<file path="src/rtl/pwm_capture_if.sv">
// Bundles the PWM capture input and its measurement outputs.
// master: the capture block; slave: the register block or control logic that consumes it.
interface pwm_capture_if #(
  parameter int unsigned WIDTH = 17
);
  logic             pwm_in;
  logic [WIDTH-1:0] high_time;
  logic [WIDTH-1:0] period;
  logic             valid;
  logic             stuck;
  logic             level;

  modport master (
    input  pwm_in,
    output high_time,
    output period,
    output valid,
    output stuck,
    output level
  );

  modport slave (
    output pwm_in,
    input  high_time,
    input  period,
    input  valid,
    input  stuck,
    input  level
  );
endinterface

</file>
<file path="src/rtl/pwm_capture.sv">
// PWM capture: measures high time and rise-to-rise period of an async input in clk cycles.
// Optional run-length glitch filter enabled by defining PWM_CAPTURE_FILTER_EN.
module pwm_capture #(
  parameter int unsigned WIDTH      = 17,
  parameter int unsigned FILTER_LEN = 3
) (
  input  logic           clk,
  input  logic           reset,
  pwm_capture_if.master  bus
);

  typedef enum logic [1:0] {StIdle, StHigh, StLow} state_e;

  // Last count value before the counter would reach all-ones.
  localparam logic [WIDTH-1:0] CntTimeout = {{(WIDTH-1){1'b1}}, 1'b0};
  localparam logic [WIDTH-1:0] CntOne     = {{(WIDTH-1){1'b0}}, 1'b1};

  logic sync1_q, sync2_q;
  logic lvl, lvl_prev_q;
  logic rise, fall;

  always_ff @(posedge clk or posedge reset) begin
    if (reset) begin
      sync1_q    <= 1'b0;
      sync2_q    <= 1'b0;
      lvl_prev_q <= 1'b0;
    end else begin
      sync1_q    <= bus.pwm_in;
      sync2_q    <= sync1_q;
      lvl_prev_q <= lvl;
    end
  end

`ifdef PWM_CAPTURE_FILTER_EN
  logic       filt_level_q, filt_level_d;
  logic [3:0] run_q, run_d;

  // Flip only after FILTER_LEN consecutive samples disagree with the current level.
  always_comb begin
    filt_level_d = filt_level_q;
    run_d        = 4'd0;
    if (sync2_q != filt_level_q) begin
      if (run_q == 4'(FILTER_LEN - 1)) begin
        filt_level_d = sync2_q;
      end else begin
        run_d = run_q + 4'd1;
      end
    end
  end

  always_ff @(posedge clk or posedge reset) begin
    if (reset) begin
      filt_level_q <= 1'b0;
      run_q        <= 4'd0;
    end else begin
      filt_level_q <= filt_level_d;
      run_q        <= run_d;
    end
  end

  assign lvl = filt_level_q;
`else
  assign lvl = sync2_q;
`endif

  assign rise = lvl & ~lvl_prev_q;
  assign fall = ~lvl & lvl_prev_q;

  state_e           state_q, state_d;
  logic [WIDTH-1:0] cnt_q, cnt_d;
  logic [WIDTH-1:0] hold_q, hold_d;
  logic [WIDTH-1:0] high_q, high_d;
  logic [WIDTH-1:0] period_q, period_d;
  logic             valid_q, valid_d;
  logic             stuck_q, stuck_d;

  always_comb begin
    state_d  = state_q;
    cnt_d    = cnt_q;
    hold_d   = hold_q;
    high_d   = high_q;
    period_d = period_q;
    valid_d  = 1'b0;
    stuck_d  = stuck_q;
    case (state_q)
      StIdle: begin
        if (rise) begin
          cnt_d   = CntOne;
          state_d = StHigh;
        end
      end
      StHigh: begin
        if (fall) begin
          hold_d  = cnt_q;
          cnt_d   = cnt_q + CntOne;
          state_d = StLow;
        end else if (cnt_q == CntTimeout) begin
          stuck_d = 1'b1;
          cnt_d   = '0;
          state_d = StIdle;
        end else begin
          cnt_d = cnt_q + CntOne;
        end
      end
      StLow: begin
        if (rise) begin
          high_d   = hold_q;
          period_d = cnt_q;
          valid_d  = 1'b1;
          stuck_d  = 1'b0;
          cnt_d    = CntOne;
          state_d  = StHigh;
        end else if (cnt_q == CntTimeout) begin
          stuck_d = 1'b1;
          cnt_d   = '0;
          state_d = StIdle;
        end else begin
          cnt_d = cnt_q + CntOne;
        end
      end
      default: begin
        cnt_d   = '0;
        state_d = StIdle;
      end
    endcase
  end

  always_ff @(posedge clk or posedge reset) begin
    if (reset) begin
      state_q  <= StIdle;
      cnt_q    <= '0;
      hold_q   <= '0;
      high_q   <= '0;
      period_q <= '0;
      valid_q  <= 1'b0;
      stuck_q  <= 1'b0;
    end else begin
      state_q  <= state_d;
      cnt_q    <= cnt_d;
      hold_q   <= hold_d;
      high_q   <= high_d;
      period_q <= period_d;
      valid_q  <= valid_d;
      stuck_q  <= stuck_d;
    end
  end

  assign bus.high_time = high_q;
  assign bus.period    = period_q;
  assign bus.valid     = valid_q;
  assign bus.stuck     = stuck_q;
  assign bus.level     = lvl;

endmodule

</file>
<file path="src/flat_wrapper.sv">
// flat-port wrapper written by rule: the top's interface ports become plain ports
module pwm_capture_flat 
#(
  parameter int unsigned WIDTH      = 17,
  parameter int unsigned FILTER_LEN = 3
)
  (clk, reset, bus_pwm_in, bus_high_time, bus_period, bus_valid, bus_stuck, bus_level);
  pwm_capture_if #(.WIDTH(WIDTH)) bus_i ();
  input  logic clk;
  input  logic reset;
  input wire logic [$bits(bus_i.pwm_in)-1:0] bus_pwm_in;
  output wire logic [$bits(bus_i.high_time)-1:0] bus_high_time;
  output wire logic [$bits(bus_i.period)-1:0] bus_period;
  output wire logic [$bits(bus_i.valid)-1:0] bus_valid;
  output wire logic [$bits(bus_i.stuck)-1:0] bus_stuck;
  output wire logic [$bits(bus_i.level)-1:0] bus_level;
  assign bus_i.pwm_in = bus_pwm_in;
  assign bus_high_time = bus_i.high_time;
  assign bus_period = bus_i.period;
  assign bus_valid = bus_i.valid;
  assign bus_stuck = bus_i.stuck;
  assign bus_level = bus_i.level;
  pwm_capture #(.WIDTH(WIDTH), .FILTER_LEN(FILTER_LEN)) u_core (.clk(clk), .reset(reset), .bus(bus_i));
endmodule
</file>
<file path="config.mk">
export PLATFORM = sky130hd
export DESIGN_NAME = pwm_capture_flat
export DESIGN_NICKNAME = d
export VERILOG_FILES = /design/src/rtl/pwm_capture_if.sv /design/src/rtl/pwm_capture.sv /design/src/flat_wrapper.sv
export SDC_FILE = /design/constraint.sdc
export NUM_CORES = 1
export LEC_CHECK = 0
export CORE_MARGIN = 2
export CORE_UTILIZATION = 25
export DETAILED_ROUTE_END_ITERATION = 10
export GPL_TIMING_DRIVEN = 0
export SLEW_MARGIN = 20
export SYNTH_ARGS = -nofsm -noshare
export SYNTH_HDL_FRONTEND = slang
export SYNTH_SLANG_ARGS = --single-unit
</file>
<file path="constraint.sdc">
create_clock -name clk -period 2.5 [get_ports clk]
set_input_delay 0.5 -clock clk [delete_from_list [all_inputs] [get_ports clk]]
set_output_delay 0.5 -clock clk [all_outputs]
set_load 0.005 [all_outputs]
</file>
# Word-level counts from Yosys, hierarchy flattened
# Index checks and enable logic that the tools add are counted.
# word_totals
reg_bits,75
in_bits,3
output_inout_bits,37
elab_cells,41
# classes
n_addsub,1
eq_ne,5
mux,16
n_bitwise,4
n_reduce_logical,5
# op_table
cell,count
$mux 17,4
$pmux 17 s3,1
$add 17x1->17 const B,1
$eq 17x17->1 const B,1
$mux 2,4
$pmux 2 s3,1
$reduce_and 2->1,3
$mux 1,5
$and 1x1->1,2
$eq 2x1->1 const B,1
$eq 2x2->1 const B,1
$logic_not 2->1,1
$ne 2x1->1 const B,1
$ne 2x2->1 const B,1
$not 1->1,2
$pmux 1 s2,1
$reduce_bool 2->1,1

# Depth between registers and ports, before layout
# logic_depth
ltp_word,4
depth_mapped,7
mapped_depth_nobuf,6

# Least setup slack after synthesis
# No wires, ideal clock.
# synth_path
path_kind,reg-to-reg
start,register u_core.cnt_q[0]
end,register u_core.cnt_q[10]
t_arrival_ns,1.666
required_ns,2.370
path_slack_ns,0.705
path_stages_with_launch,8
path_buffers,1
synth_period_minus_slack_ns,1.795
path_cell_list,dfrtp_1 -> inv_1 -> ha_1 -> nand4_1 -> or4_1 -> a21oi_4 -> buf_4 -> a21oi_1
# synth_between
elab_chain_len,4
# synth_rtl
element,line_no,source
from (decl),pwm_capture.sv:70,"logic [WIDTH-1:0] cnt_q, cnt_d;"
from (signal assigned),pwm_capture.sv:139,cnt_q <= cnt_d;
$add 17x1->17 or $eq 17x17->1 (tied branches),n/a,
$mux 17,"pwm_capture.sv:97, pwm_capture.sv:113",
"$mux 17, on equally long branches","pwm_capture.sv:106, pwm_capture.sv:93",
$pmux 17 s3 (*),pwm_capture.sv:85,case (state_q)
# Every way passes the cells marked *; elsewhere a longest branch is shown, timed or not.
# A chain may end at the register's enable or synchronous reset.

# Final worst setup path
# layout_path
start,register u_core.cnt_q[0]
end,register u_core.cnt_q[11]
# The elaborated chain is that of the path after synthesis.

==> results.txt <==
Routability Congestion: 0.8315
syn_nets: 244
synthesized area: 3144 sq um
Worst Path Arrival: 2.33 ns
relative slew slack: 0.6408
clk sinks: 75
dpl cells: 447
hold_sp: u_core.sync1_q
synth top area cells: dfrtp_1, mux2_2, or4_1
leak pwr: 0.001790 uW
CTS tree: done
post-route minimum period: 2.118 ns
P_sw: 897.9 uW
GRT Residual Overflow: 0
Post-CTS Setup Bufs: 0
skew final: 0.004864 ns
CP Class: reg2reg
cts-stage hold buffer count: 0
final core utilization: 0.3358
Reg power frac: 0.426
critical path depth: 7
root buf cell: clkbuf_16
I/O Pins: 40
Finished Layout Cells: 462
Die Height: 116.1 um
layout cells sized above 1: 0.2789
CTS max path bufs: 2
CP Max Fanout: 10
PortBufs: 39
yosys warns: 0
initial DRC count: 99
setup slack at placement: 0.3607 ns
Yosys reg bits: 75
crit end category: register
Int Power: 2566 uW
Logic pwr share: 0.179
Reg2Reg Launch Point: u_core.cnt_q[0]
Routed WL per cell: 14.39 um
CP Data Required Time: 2.71 ns
vias in the first global route: 2037
gr usage total: 0.1050
Worst-path clk slew: 0.06 ns
final worst setup slack: 0.3816 ns
initial antenna violation count: 0
post-synth top area cell: dfrtp_1
vias per cell: 4.498
syn_area_per_cell: 13.16 sq um
H-tree depth: 3
Hold WS: 0.3466 ns
DR vias: 2078
r2r setup slk: 0.38 ns
Rows: 40
critical path cell sequence: inv_1 > ha_1 > nand4_1 > or4_1 > a21oi_4 > buf_4 > a21oi_1
critical path startpoint category: register
sw frac: 0.2592
sequential share of the synthesized area: 0.5969
Diodes inserted: 0
Max VDD drop: 0.2668 mV
Achievable Freq: 472.1 MHz
CP delay by family, top: simple AND/OR/NAND/NOR gates
Core Region: 12160 sq um
clock insertion delay at the later pin of the skew report: 0.33 ns
Distinct cells, synth: 37
share of the synthesized area in the top cell type: 0.5969
First-pass DRT Iterations: 4
RSZ-0062 raised after global routing: false
hold depth: 0
Final Slew Violations: 0
Clock power frac: 0.395
die area: 13490 sq um
cells resized by post-CTS repair: 0
DPL Wire Length: 4622 um
WL final: 6650 um
Critical Path Start: u_core.cnt_q[0]
largest net degree at the start of global routing: 43
worst slew pin tran: 0.5253 ns
area delta synth->final: 29.88%
die width: 116.1 um
critical path's largest stage delay: 0.56 ns
fillers: 1194
status: completed
PD cells: 848.2 nW/um^2
Final setup viols: 0
Starting Density: 0.2585
Post-Syn Instances: 239
final-report hold violation count: 0
TritonCTS buffer count: 9
worst path buffer plus inverter count: 2
DRC: 0
total chip power: 3464 uW
Reg2Reg Depth: 7
Antenna Nets Post-Route: 0
first-pass GRT wire length: 10700 um
# nets final: 295
max cap viols: 0
crit path max-delay cell type: or4_1
Tightest Hold Check Type: reg2reg
period utilization: 0.8474
==> stage by stage <==
step / setup TNS (ns) / area, sq um
2_1_floorplan: 0 / 3144
3_3_place_gp: -90.81 / 3745
3_5_place_dp: 0 / 3767
4_1_cts: 0 / 4084
5_1_grt: 0 / 4084
6_report: 0 / 4084
==> cell families (layout without fill, tap and decap cells) <==
kind of cell / count (synthesis) / count (layout) / synth area share
AOI/OAI and AO/OA: 35 / 35 / 0.07482
adders and majority gates: 2 / 2 / 0.007957
muxes: 52 / 52 / 0.1858
xor gates and xnor gates: 6 / 6 / 0.01671
buffers and inverters: 19 / 74 / 0.02785
and+or+nand+nor: 50 / 50 / 0.08994
DFF: 75 / 75 / 0.5969
==> worst register-to-register path: stages, from the launching register on <==
cell	delay [ns]
dfrtp_1	0.48
inv_1	0.12
ha_1	0.19
nand4_1	0.09
or4_1	0.56
a21oi_4	0.29
buf_4	0.23
a21oi_1	0.05
==> Yosys cell counts, drive strengths merged <==
master,count
nand2,6
o31ai,6
o2111ai,2
a2111oi,1
mux2,51
and2b,1
o21ai,6
a31o,1
nor2b,1
nor3b,2
xor2,4
nor2,11
nand2b,2
nand4,5
or3,4
xnor2,2
nand3,6
o21a,1
buf,10
clkbuf,5
inv,4
a21oi,11
or4,8
nand3b,1
ha,2
o211ai,3
dfrtp,75
and4,1
o22ai,1
a211oi,2
or2,1
a21o,1
mux2i,1
nand4b,1
==> power groups by stage <==
stage / Combinational, uW / Clock [uW] / Sequential [uW]
2_1_floorplan: 385 / 0 / 1470
3_3_place_gp: 605 / 0 / 1500
3_5_place_dp: 625 / 0 / 1500
4_1_cts: 632 / 1410 / 1480
5_1_grt: 686 / 1450 / 1500
6_report: 620 / 1370 / 1480
==> worst paths after layout <==
path | to
min in group asynchronous | u_core.bus.high_time[12]
hold reg to reg | u_core.bus.level
setup / recovery | u_core.cnt_q[11]
max in group asynchronous | u_core.bus.period[0]
hold / removal | u_core.bus.level
setup reg to reg | u_core.cnt_q[11]
==> registers in the layout (all words and copies together) (netlist names) <==
signal / flops
u_core.bus.high_time: 17
u_core.bus.period: 17
u_core.cnt_q: 17
u_core.hold_q: 17
u_core.state_q: 2
u_core.bus.level: 1
u_core.bus.stuck: 1
u_core.bus.valid: 1
u_core.lvl_prev_q: 1
u_core.sync1_q: 1
==> cell usage in the layout (no fill, tap or decap), types with 2 or more instances in the layout <==
cell,count
nor3b_1,2
inv_1,3
dfrtp_1,75
mux2_2,51
o21ai_0,6
a21oi_1,10
bufinv_16,2
clkbuf_16,9
nand2_1,6
o2111ai_1,2
clkdlybuf4s50_1,39
o31ai_1,6
nor2_1,11
buf_2,9
o211ai_1,3
nand2b_1,2
nand4_1,5
xnor2_1,2
xor2_1,4
a211oi_1,2
or3_1,4
or4_1,8
clkinv_2,2
clkbuf_1,4
ha_1,2
nand3_1,6
==> metal layers <==
layer | global-route usage | vias to the layer above | wire (um)
met5 | 0 | - | 0
met4 | 0.06190 | 0 | 169
met3 | 0.03581 | 12 | 368
met2 | 0.1556 | 46 | 3078
met1 | 0.1336 | 1042 | 3033
li1 | - | 978 | -
==> layout make-up <==
| type | count | area (sq um) | share of cell area |
|---|---|---|---|
| buffer | 15 | 72.57 | 0.01777 |
| timing repair buffer | 40 | 410.4 | 0.1005 |
| tap | 168 | 210.2 | 0.05147 |
| sequential | 75 | 1877 | 0.4596 |
| multi-input combinational | 145 | 1180 | 0.2889 |
| clock buffer | 10 | 239.0 | 0.05852 |
| inverter | 4 | 17.52 | 0.004289 |
| clock inverter | 5 | 77.57 | 0.01900 |
No activity file was read; power rests on OpenSTA's default activity.
